### config.mk
export PLATFORM = sky130hd
export DESIGN_NAME = prime_list_streamer
export DESIGN_NICKNAME = d
export VERILOG_FILES = /design/src/rtl/sieve_pkg.sv /design/src/rtl/prime_above_detect.sv /design/src/rtl/prime_list_streamer.sv
export SDC_FILE = /design/constraint.sdc
export NUM_CORES = 1
export LEC_CHECK = 0
export BUFFER_PORTS_ARGS = -buffer_cell sky130_fd_sc_hd__buf_2
export CAP_MARGIN = 10
export CORE_MARGIN = 2
export CORE_UTILIZATION = 60
export DETAILED_ROUTE_END_ITERATION = 10
export PLACE_DENSITY_LB_ADDON = 0.05
export SLEW_MARGIN = 20
export SYNTH_ARGS = -nofsm -noshare
export SYNTH_HDL_FRONTEND = slang
export SYNTH_SLANG_ARGS = --single-unit
### constraint.sdc
create_clock -name clock -period 8.6 [get_ports clock]
set_clock_uncertainty 0.05 [all_clocks]
set_input_delay 0.86 -clock clock [delete_from_list [all_inputs] [get_ports clock]]
set_output_delay 0.86 -clock clock [all_outputs]
set_load 0.1 [all_outputs]
### src/rtl/sieve_pkg.sv
// Shared constants and state encoding for the sieve engine and its bitmap consumers.
package sieve_pkg;

  localparam int N_MAX   = 100;
  localparam int VEC_W   = N_MAX + 1;
  localparam int IDX_W   = 7;
  localparam int COUNT_W = 7;

  typedef enum logic [1:0] {
    IDLE,
    SCAN,
    EMIT,
    DONE
  } streamer_state_t;

endpackage

### src/rtl/prime_above_detect.sv
// Flags whether any bit of a bitmap is set strictly above a given index.
module prime_above_detect #(
  parameter int VEC_W = 101,
  parameter int IDX_W = 7
) (
  input  logic [VEC_W-1:0] mask_i,
  input  logic [IDX_W-1:0] idx_i,
  output logic             above_o
);

  // NOTE: assigning a default before the loop keeps this purely combinational (no latch).
  always_comb begin
    above_o = 1'b0;
    for (int i = 0; i < VEC_W; i++) begin
      if (IDX_W'(i) > idx_i) above_o = above_o | mask_i[i];
    end
  end

endmodule

### src/rtl/prime_list_streamer.sv
// Latches the sieve's composite mask and streams the primes in ascending order
// over a valid/ready interface, marking the highest prime and counting accepted beats.
module prime_list_streamer
  import sieve_pkg::*;
#(
  parameter int N_MAX   = sieve_pkg::N_MAX,
  parameter int VEC_W   = N_MAX + 1,
  parameter int IDX_W   = sieve_pkg::IDX_W,
  parameter int COUNT_W = sieve_pkg::COUNT_W
) (
  input  logic               clock,
  input  logic               reset_n,
  input  logic               sieve_done,
  input  logic [VEC_W-1:0]   composite_mask,
  output logic               prime_valid,
  input  logic               prime_ready,
  output logic [IDX_W-1:0]   prime_value,
  output logic               prime_last,
  output logic [COUNT_W-1:0] prime_count,
  output logic               busy,
  output logic               stream_done
);

  streamer_state_t    state_q, state_d;
  logic [IDX_W-1:0]   idx_q, idx_d;
  logic [VEC_W-1:0]   mask_q, mask_d;
  logic [IDX_W-1:0]   value_q, value_d;
  logic               last_q, last_d;
  logic [COUNT_W-1:0] count_q, count_d;
  logic               done_q, done_d;

  logic [VEC_W-1:0]   prime_mask;
  logic               any_above;

  // mask_q holds the composite view; the reset value of all ones means "no primes".
  assign prime_mask = ~mask_q;

  prime_above_detect #(
    .VEC_W (VEC_W),
    .IDX_W (IDX_W)
  ) u_above (
    .mask_i  (prime_mask),
    .idx_i   (idx_q),
    .above_o (any_above)
  );

  // NOTE: state registers use non-blocking assignments so every flop samples pre-edge values.
  always_ff @(posedge clock or negedge reset_n) begin
    if (!reset_n) begin
      state_q <= IDLE;
      idx_q   <= '0;
      mask_q  <= '1;
      value_q <= '0;
      last_q  <= 1'b0;
      count_q <= '0;
      done_q  <= 1'b0;
    end else begin
      state_q <= state_d;
      idx_q   <= idx_d;
      mask_q  <= mask_d;
      value_q <= value_d;
      last_q  <= last_d;
      count_q <= count_d;
      done_q  <= done_d;
    end
  end

  always_comb begin
    state_d = state_q;
    idx_d   = idx_q;
    mask_d  = mask_q;
    value_d = value_q;
    last_d  = last_q;
    count_d = count_q;
    done_d  = done_q;

    unique case (state_q)
      IDLE: begin
        if (sieve_done) begin
          mask_d  = composite_mask;
          idx_d   = '0;
          count_d = '0;
          last_d  = 1'b0;
          done_d  = 1'b0;
          state_d = SCAN;
        end
      end
      SCAN: begin
        if (prime_mask[idx_q]) begin
          value_d = idx_q;
          last_d  = ~any_above;
          state_d = EMIT;
        end else if (idx_q == IDX_W'(N_MAX)) begin
          done_d  = 1'b1;
          state_d = DONE;
        end else begin
          idx_d = idx_q + 1'b1;
        end
      end
      EMIT: begin
        if (prime_ready) begin
          if (count_q != {COUNT_W{1'b1}}) count_d = count_q + 1'b1;
          if (last_q) begin
            done_d  = 1'b1;
            state_d = DONE;
          end else begin
            idx_d   = idx_q + 1'b1;
            state_d = SCAN;
          end
        end
      end
      DONE: begin
        // A still-high sieve_done must not start a second run on the same mask.
        if (!sieve_done) state_d = IDLE;
      end
      default: state_d = IDLE;
    endcase
  end

  assign prime_valid = (state_q == EMIT);
  assign prime_value = value_q;
  assign prime_last  = last_q;
  assign prime_count = count_q;
  assign busy        = (state_q == SCAN) || (state_q == EMIT);
  assign stream_done = done_q;

endmodule

# Word level (Yosys, flattened, before mapping)
# Cells that the tools add are included.
[totals]
ff_bits = 126
output_inout_bits = 18
[classes]
addsub = 2
order_cmp = 102
eq_ne = 16
muxes = 127
bitwise_logic = 102
n_reduce_logical = 12
[ops]
columns = ["cell", "count"]
rows = [
  ["7-bit > comparator (first input constant)", 37],
  ["6-bit by 7-bit > comparator with 1-bit output (first input constant)", 32],
  ["5-bit by 7-bit > comparator with 1-bit output (first input constant)", 16],
  ["1-bit 2-to-1 mux", 108],
  ["101-bit NOT", 1],
  ["1-bit OR", 100],
  ["4-bit by 7-bit > comparator with 1-bit output (first input constant)", 8],
  ["7-bit 2-to-1 mux", 7],
  ["3-bit by 7-bit > comparator with 1-bit output (first input constant)", 4],
  ["7-bit one-hot mux with 3 select lines", 1],
  ["7-bit by 1-bit adder with 7-bit output (second input constant)", 2],
  ["1-bit by 7-bit > comparator with 1-bit output (first input constant)", 2],
  ["2-bit by 7-bit > comparator with 1-bit output (first input constant)", 2],
  ["2-bit inequality test (second input constant)", 7],
  ["7-bit one-hot mux with 2 select lines", 1],
  ["2-bit 2-to-1 mux", 6],
  ["6-bit AND reduction", 2],
  ["7-bit by 8-bit < comparator with 1-bit output (second input constant)", 1],
  ["2-bit one-hot mux with 4 select lines", 1],
  ["4-bit AND reduction", 2],
  ["1-bit binary-select mux with 7-bit select", 1],
  ["7-bit equality test (second input constant)", 1],
  ["7-bit inequality test (second input constant)", 1],
  ["2-bit by 1-bit inequality test with 1-bit output (second input constant)", 3],
  ["other kinds (12)", 15],
]

# Longest topological paths before layout
# Gate-level depths: netlist (run 1).
[depth]
word_depth = 205
ltp_mapped = 15
mapped_depth_nobuf = 10

# Modules after synthesis
# From an unflattened synthesis (run 1), not the netlist that was laid out.
[unflattened]
hier_cells = 847
hier_area_um2 = 8354.3
[by_module_without_submodules]
columns = ["module", "n_inst", "cells_per_inst", "area_each_um2", "seq_area_each_um2"]
rows = [
  ["prime_list_streamer", 1, 561, 6573.8, 3279.4],
  ["prime_above_detect", 1, 286, 1780.5, 0.0],
]

# Worst setup path before layout (run 1)
# No wires, ideal clock.
[synth_timing]
kind = "flip-flop to flip-flop"
from = "register idx_q[0]"
to = "register last_q (netlist: prime_last)"
t_arrival_ns = 2.952
required_time_ns = 8.463
path_slack_ns = 5.511
stages_incl_launch_ff = 16
period_less_slack_ns = 3.089
path_cell_list = "dfrtp_1 buf_6 buf_12 buf_8 buf_6 inv_1 ha_1 clkbuf_1 nor3b_2 a31oi_1 nor4_1 nand4_1 o41ai_1 and4_1 a211oi_1 nor3_1"
[synth_between]
elab_chain_cells = 205
elab_cells_between_ends = 309
classes_between = "101 x order compare; 1 x eq/ne; 105 x mux; 101 x bitwise; 1 x reduce/logical"
[synth_rtl]
columns = ["element", "line_no", "source"]
rows = [
  ["start: declaration", "prime_list_streamer.sv:25", "logic [IDX_W-1:0] idx_q, idx_d;"],
  ["start signal: assignment", "prime_list_streamer.sv:59", "idx_q <= idx_d;"],
  ["1-bit by 7-bit > comparator with 1-bit output", "prime_above_detect.sv:15", "if (IDX_W'(i) > idx_i) above_o = above_o | mask_i[i];"],
  ["1-bit 2-to-1 mux", "prime_above_detect.sv:15", ""],
  ["1-bit OR", "prime_above_detect.sv:15", ""],
  ["1-bit 2-to-1 mux", "prime_above_detect.sv:15", ""],
  ["1-bit OR", "prime_above_detect.sv:15", ""],
  ["1-bit 2-to-1 mux", "prime_above_detect.sv:15", ""],
  ["1-bit OR", "prime_above_detect.sv:15", ""],
  ["1-bit 2-to-1 mux", "prime_above_detect.sv:15", ""],
  ["[... 189 more ...]", "-", ""],
  ["1-bit 2-to-1 mux", "prime_above_detect.sv:15", ""],
  ["1-bit OR", "prime_above_detect.sv:15", ""],
  ["1-bit 2-to-1 mux", "prime_above_detect.sv:15", ""],
  ["1-bit OR", "prime_above_detect.sv:15", ""],
  ["1-bit 2-to-1 mux", "prime_above_detect.sv:15", ""],
  ["1-bit NOT", "prime_list_streamer.sv:91", "last_d = ~any_above;"],
  ["1-bit 2-to-1 mux", "prime_list_streamer.sv:89", "if (prime_mask[idx_q]) begin"],
  ["1-bit one-hot mux with 2 select lines", "prime_list_streamer.sv:77", "unique case (state_q)"],
  ["end signal: assignment", "prime_list_streamer.sv:62", "last_q <= last_d;"],
  ["end: declaration", "prime_list_streamer.sv:28", "logic last_q, last_d;"],
]
# Parallel ways exist; a longest one is shown, timed or not. The select of a mux whose other input is x is not followed.
# A chain may end at the register's enable or synchronous reset.

# Final worst setup path (run 1)
# Ends and elaborated chain as after synthesis.

==> results.py, run 1 <==
metrics = {
    "sta": {
        "fmax_mhz": 251,
        "fin_setup_tns_ns": 0,
        "maxSlewViolCount": 0,
        "setup-violations-final": 0,
        "finalCritPeriodShare": 0.463,
        "period_needed_ns": 3.98,
        "hold_violations": 0,
        "worst_pin_slew_ns": 0.921,
        "rsz0062_at_grt": "false",
        "relSlewSlack": 0.386,
    },
    "placement": {
        "hpwl_um": 18400,
        "finalWeightedCongestion": 1.03,
        "io_buffers": 122,
    },
    "hold_path": {
        "worst_hold_path_type": "flip-flop to flip-flop",
    },
    "layout": {
        "fillers": 967,
        "finish.utilization": 0.702,
        "n_antenna_cell": 0,
        "area_delta_synth_final_pct": 14.3,
        "drive_gt1_frac": 0.496,
        "final_nets": 936,
    },
    "cts": {
        "ctsRootBufferMaster": "clkbuf_16",
        "ctsHoldBuffers": 0,
        "cts_buffer_depth": 2,
        "cts_setup_buffers": 0,
        "clkTransAtPathRegs_ns": 0.06,
        "post_cts_resize_count": 0,
        "clkSinkCount": 126,
        "cts_tree": "yes",
        "insertion_delay_ns": 0.43,
        "htree_levels": 4,
        "cts_made_buffers": 17,
    },
    "synthesis": {
        "synth_warnings": 0,
        "netlist_instances": 729,
        "async_flop_share": 1.00,
        "ys_seq_area_frac": 0.405,
        "synth_top_cells_by_area": "dfstp_2 (33%), mux2_2 (14%), dfrtp_1 (7.7%), mux4_1 (3.9%), mux4_2 (3.3%)",
        "yosys.area.top_type": "dfstp_2",
        "synth-main-ff-cell": "dfstp_2",
        "synth_seq_cells": 126,
        "synth_edf_count": 0,
        "avgSynthCellArea_um2": 11.1,
        "ys_top_cells_by_count": "mux2_2 (104), dfstp_2 (101), nand2_1 (40)",
        "yosys.area.top_type_share": 0.328,
        "syn_area_um2": 8090,
        "synth_cell_types": 86,
        "synth_nets": 843,
        "yosysMostFrequentCell": "mux2_2",
    },
    "grt": {
        "overflow": 0,
        "grt_pass1_vias": 6933,
        "grt_max_degree": 65,
        "grt_pass1_wl_um": 39900,
        "antenna_found_initial": 0,
        "gr-usage-all-layers": 0.368,
    },
    "power_and_ir_drop": {
        "leakagePower_uw": 0.00382,
        "power_density_nw_per_um2": 450,
        "vdd_drop_max_v": 0.000269,
    },
    "setup_path": {
        "critPathLaunchType": "flip-flop",
        "r2r-end": "prime_last",
        "endpoint_kind": "flip-flop",
        "cp_num_buf_inv": 2,
        "cp.depth": 11,
        "crit_required_ns": 8.85,
        "critical_path.endpoint": "prime_last",
        "cpMaxStageDelayCell": "buf_4",
        "path_class": "flip-flop to flip-flop",
        "cp_max_fo": 54,
        "crit_chain": "buf_4 > inv_1 > ha_1 > or3_1 > a21o_1 > a211oi_1 > nor4_1 > nand4_1 > and4b_1 > a211oi_1 > nor3_1",
        "slowest_delay_ns": 0.62,
        "r2r_setup_slack_ns": 4.62,
        "crit_path_frequent_cell": "a211oi_1",
        "startpoint": "idx_q[0]",
        "crit_family": "simple AND/OR/NAND/NOR gates",
        "worstPathArrival_ns": 4.23,
        "ff2ff_path_depth": 11,
        "timing.rr.start": "idx_q[0]",
    },
    "floorplan": {
        "die_area_um2": 14400,
        "die_w_um": 120,
        "die_y_um": 120,
        "rows": 42,
        "start_util": 0.614,
        "ios": 123,
        "core_um2": 13200,
    },
    "routing": {
        "drt_iter0_drc": 1093,
        "drtPass1Iterations": 5,
        "vias_per_cell": 7.05,
        "vias": 7124,
        "drcViolationCount": 0,
        "wirelength_um": 25900,
        "wire_per_inst_um": 25.6,
        "ant_nets": 0,
    },
    "job": {
        "cap_violations": 0,
    },
    "outcome": {
        "status": "completed",
    },
}
stage by stage:
step                instance area, um^2  setup WS [ns]  instances  hold slack, ns  total power, uW
floorplan                          8090           5.51        729           0.468             2830
global placement                   8660           4.91        979           0.409             3310
detailed placement                 8660           4.84        979           0.418             3360
CTS                                9260           4.80       1011           0.432             4100
global route                       9260           4.57       1011           0.457             4320
finish                             9260           4.62       1011           0.427             4170
tightest hold or removal path: stages, from the launching register on:
cell     delay (ns)
dfrtp_1        0.33
nand2_1        0.06
o21ai_2        0.05
area by class of cell:
type / instances / area, um^2 / area share
well taps: 176 / 220 / 0.0238
multi-input cells: 528 / 4410 / 0.476
inverters: 18 / 67.6 / 0.00730
clock inverters: 14 / 155 / 0.0168
clock buffers: 18 / 439 / 0.0475
flip-flops and latches: 126 / 3280 / 0.355
repair buffers: 131 / 681 / 0.0735
cells by family (layout without fill, tap and decap cells):
logic type | Yosys count | in the layout | synth area share
DFF | 126 | 126 | 0.405
AOI/OAI and AO/OA | 207 | 207 | 0.183
and+or+nand+nor | 176 | 176 | 0.118
adders and majority gates | 9 | 9 | 0.0139
buffers and inverters | 75 | 181 | 0.0510
xor gates and xnor gates | 2 | 2 | 0.00216
muxes | 134 | 134 | 0.226
layout by cell type, fill, tap and decap left out, types with 10 or more instances in the layout:
| cell type | netlist | final |
|---|---|---|
| nand2_1 | 40 | 39 |
| o211ai_1 | 10 | 10 |
| a211oi_1 | 17 | 17 |
| buf_2 | 10 | 121 |
| mux4_1 | 12 | 12 |
| nor3_1 | 14 | 14 |
| mux4_2 | 12 | 12 |
| a31oi_1 | 16 | 16 |
| nand3_1 | 14 | 14 |
| dfrtp_1 | 25 | 22 |
| dfstp_2 | 101 | 101 |
| buf_4 | 8 | 10 |
| o21ai_0 | 23 | 23 |
| clkbuf_16 | 0 | 17 |
| nor2_1 | 38 | 38 |
| mux2_2 | 104 | 104 |
| inv_1 | 15 | 15 |
| a21oi_1 | 38 | 38 |
worst min path at each step:
| stage | from | endpoint | slack [ns] | depth (start not counted) |
|---|---|---|---|---|
| 3_3_place_gp | prime_value[2] | prime_value[2] | 0.41 | 2 |
| 2_1_floorplan | state_q[1] | state_q[1] | 0.47 | 1 |
| 6_report | prime_value[6] | prime_value[6] | 0.43 | 2 |
| 3_5_place_dp | prime_value[6] | prime_value[6] | 0.42 | 2 |
| 4_1_cts | prime_value[6] | prime_value[6] | 0.43 | 2 |
| 5_1_grt | prime_value[6] | prime_value[6] | 0.46 | 2 |
where the power goes:
part | leakage (uW) | internal, uW | switching, uW
registers | 0.00139 | 1060 | 349
logic | 0.00215 | 838 | 1190
clock network | 0.000281 | 438 | 289
layer usage:
| metal | GRT usage | vias up | part of all wire |
|---|---|---|---|
| met2 | 0.573 | 526 | 0.46 |
| met3 | 0.119 | 125 | 0.11 |
| met1 | 0.458 | 3466 | 0.37 |
| met4 | 0.191 | 0 | 0.055 |
| li1 | - | 3007 | - |
| met5 | 0 | - | 0 |
sequential cells by signal, summed over array words and instances (netlist names):
register	count
idx_q	7
mask_q	101
prime_count	7
prime_last	1
prime_value	7
state_q	2
stream_done	1
Note: power is estimated with default switching activity, not from simulation.
==> inputs of run 2 (changes only) <==
--- a/config.mk
+++ b/config.mk
@@ -8,7 +8,7 @@
 export BUFFER_PORTS_ARGS = -buffer_cell sky130_fd_sc_hd__buf_2
 export CAP_MARGIN = 10
 export CORE_MARGIN = 2
-export CORE_UTILIZATION = 60
+export CORE_UTILIZATION = 52
 export DETAILED_ROUTE_END_ITERATION = 10
 export PLACE_DENSITY_LB_ADDON = 0.05
 export SLEW_MARGIN = 20
==> constraint.sdc (replaced) <==
create_clock -name clock -period 3.4 [get_ports clock]
set_clock_uncertainty 0.05 [all_clocks]
set_input_delay 0.34 -clock clock [delete_from_list [all_inputs] [get_ports clock]]
set_output_delay 0.34 -clock clock [all_outputs]
set_load 0.1 [all_outputs]
==> run 2 against run 1 <==
  * Design area increased by 4.3%
  * Sequential power grew to 2.6 times the previous value
  * Via count is 1.5% higher
  * Register-to-register slack worse by 4.5 ns
  * Critical path depth fell by 1
  * Sequential share of layout area decreased by 1.5 points
  * Global-route usage fell by 2.6 points
  * Critical endpoint unchanged
  * Largest cell class unchanged
==> results.py, run 2 (synthesis gave the netlist of run 1 again) <==
metrics = {
    "sta": {
        "period_needed_ns": 3.29,
        "fin_ws_ns": 0.110,
        "maxSlewViolCount": 0,
        "fmax_mhz": 304,
        "fin_setup_tns_ns": 0,
        "finalCritPeriodShare": 0.968,
        "worst_pin_slew_ns": 0.838,
        "relSlewSlack": 0.439,
        "hold_ws_ns": 0.0871,
        "rsz0062_at_grt": "false",
        "setup-violations-final": 0,
        "hold_violations": 0,
    },
    "grt": {
        "grt_pass1_vias": 7232,
        "met2_usage": 0.531,
        "antenna_found_initial": 0,
        "grt_pass1_wl_um": 42300,
        "grt_use_met3": 0.0990,
        "gr-usage-all-layers": 0.342,
        "use_met1": 0.434,
        "overflow": 0,
        "busiest_layer": "met2",
        "grt_max_degree": 66,
    },
    "layout": {
        "area_delta_synth_final_pct": 19.2,
        "top_register": "mask_q",
        "drive_gt1_frac": 0.520,
        "n_antenna_cell": 0,
        "fillers": 1242,
        "multi_input_area_um2": 4410,
        "finish.utilization": 0.635,
        "stdcell_count": 1071,
        "final_common_cell": "buf_2",
        "largest_reg_flops": 101,
        "regArea_um2": 3280,
        "layout_common_cells": "buf_2 (121), mux2_2 (104), dfstp_2 (101)",
        "final_nets": 984,
    },
    "routing": {
        "wire_per_inst_um": 25.7,
        "vias_per_cell": 6.75,
        "drtPass1Iterations": 5,
        "ant_nets": 0,
        "drcViolationCount": 0,
        "drt_iter0_drc": 766,
        "wirelength_um": 27500,
        "vias": 7229,
    },
    "setup_path": {
        "crit_required_ns": 3.70,
        "worstPathArrival_ns": 3.59,
        "timing.rr.start": "idx_q[5]",
        "ff2ff_path_depth": 10,
        "critPathLaunchType": "flip-flop",
        "path_class": "flip-flop to flip-flop",
        "cp_max_fo": 26,
        "r2r_setup_slack_ns": 0.11,
        "r2r-end": "prime_last",
        "startpoint": "idx_q[5]",
        "endpoint_kind": "flip-flop",
    },
    "cts": {
        "insertion_delay_ns": 0.43,
        "htree_levels": 4,
        "clkTransAtPathRegs_ns": 0.06,
        "cts_tree": "yes",
        "clkSinkCount": 126,
        "cts_buffer_depth": 2,
        "cts_made_buffers": 17,
        "ctsRootBufferMaster": "clkbuf_16",
    },
    "placement": {
        "io_buffers": 122,
        "finalWeightedCongestion": 1.09,
        "hpwl_um": 20700,
        "dp.cells": 1038,
        "pre_cts_ws_ns": 0.316,
    },
    "outcome": {
        "status": "completed",
    },
    "floorplan": {
        "die_y_um": 129,
        "die_w_um": 129,
        "die_area_um2": 16600,
        "start_util": 0.532,
        "ios": 123,
        "core_um2": 15200,
        "rows": 45,
    },
    "hold_path": {
        "worst_hold_path_type": "input port to flip-flop",
        "hold_depth": 2,
        "hold_path_end": "mask_q[11]",
        "hold_start": "composite_mask[11]",
    },
    "power_and_ir_drop": {
        "vdd_drop_max_v": 0.000611,
        "leakagePower_uw": 0.00406,
        "power_density_nw_per_um2": 1120,
    },
    "job": {
        "cap_violations": 0,
    },
}
==> run 2: cell count changes in the layout (fill, tap and decap cells not counted), sizes merged <==
cell	before	now
bufinv	2	0
dlygate4sd3	0	1
buf	131	178
clkinv	5	8
clkinvlp	4	3
==> run 2: metrics by stage <==
stage / total power (uW) / instance area (um^2)
floorplan: 7160 / 8090
global placement: 8880 / 9100
detailed placement: 8940 / 9100
CTS: 10700 / 9650
global route: 11300 / 9650
finish: 10800 / 9650
==> run 2: worst max path at each step <==
stage / endpoint / slack [ns]
2_1_floorplan: prime_last / 0.31
3_3_place_gp: prime_last / 0.22
3_5_place_dp: prime_last / 0.32
4_1_cts: prime_last / 0.29
5_1_grt: prime_last / 0.02
6_report: prime_last / 0.11
==> run 2: critical path, cell delays in order (launching register included) <==
cell       delay, ns
dfrtp_1         0.63
buf_12          0.24
nand2_1         0.12
buf_4           0.19
nor2_1          0.24
a211o_1         0.27
o2111ai_1       0.16
a2111oi_0       0.68
and4b_1         0.36
a211oi_1        0.11
nor3_1          0.16
==> run 2: area by class of cell <==
class                   instances  area share
repair buffers                179       0.116
clock buffers                  18      0.0445
well taps                     188      0.0244
flip-flops and latches        126       0.340
inverters                      18     0.00700
multi-input cells             528       0.457
clock inverters                14      0.0113
==> run 2: layer usage <==
layer / share of wire / vias up / wire length, um
met3: 0.093 / 138 / 2550
li1: - / 3104 / -
met5: 0 / - / 0
met2: 0.45 / 471 / 12400
met4: 0.060 / 0 / 1660
met1: 0.39 / 3516 / 10900
==> run 2: repair_timing <==
item                       4_1_cts  5_1_grt
hold endpoints to repair        17        0
hold buffers                     1        0
setup endpoints to repair        0        1
resized for setup                0        1
setup buffers                    0        0
==> run 2: report_power, final <==
group	leakage [uW]	total, uW	switching [uW]	internal, uW
logic	0.00241	5430	3030	2400
clock network	0.000258	1670	727	940
registers	0.00139	3680	982	2690
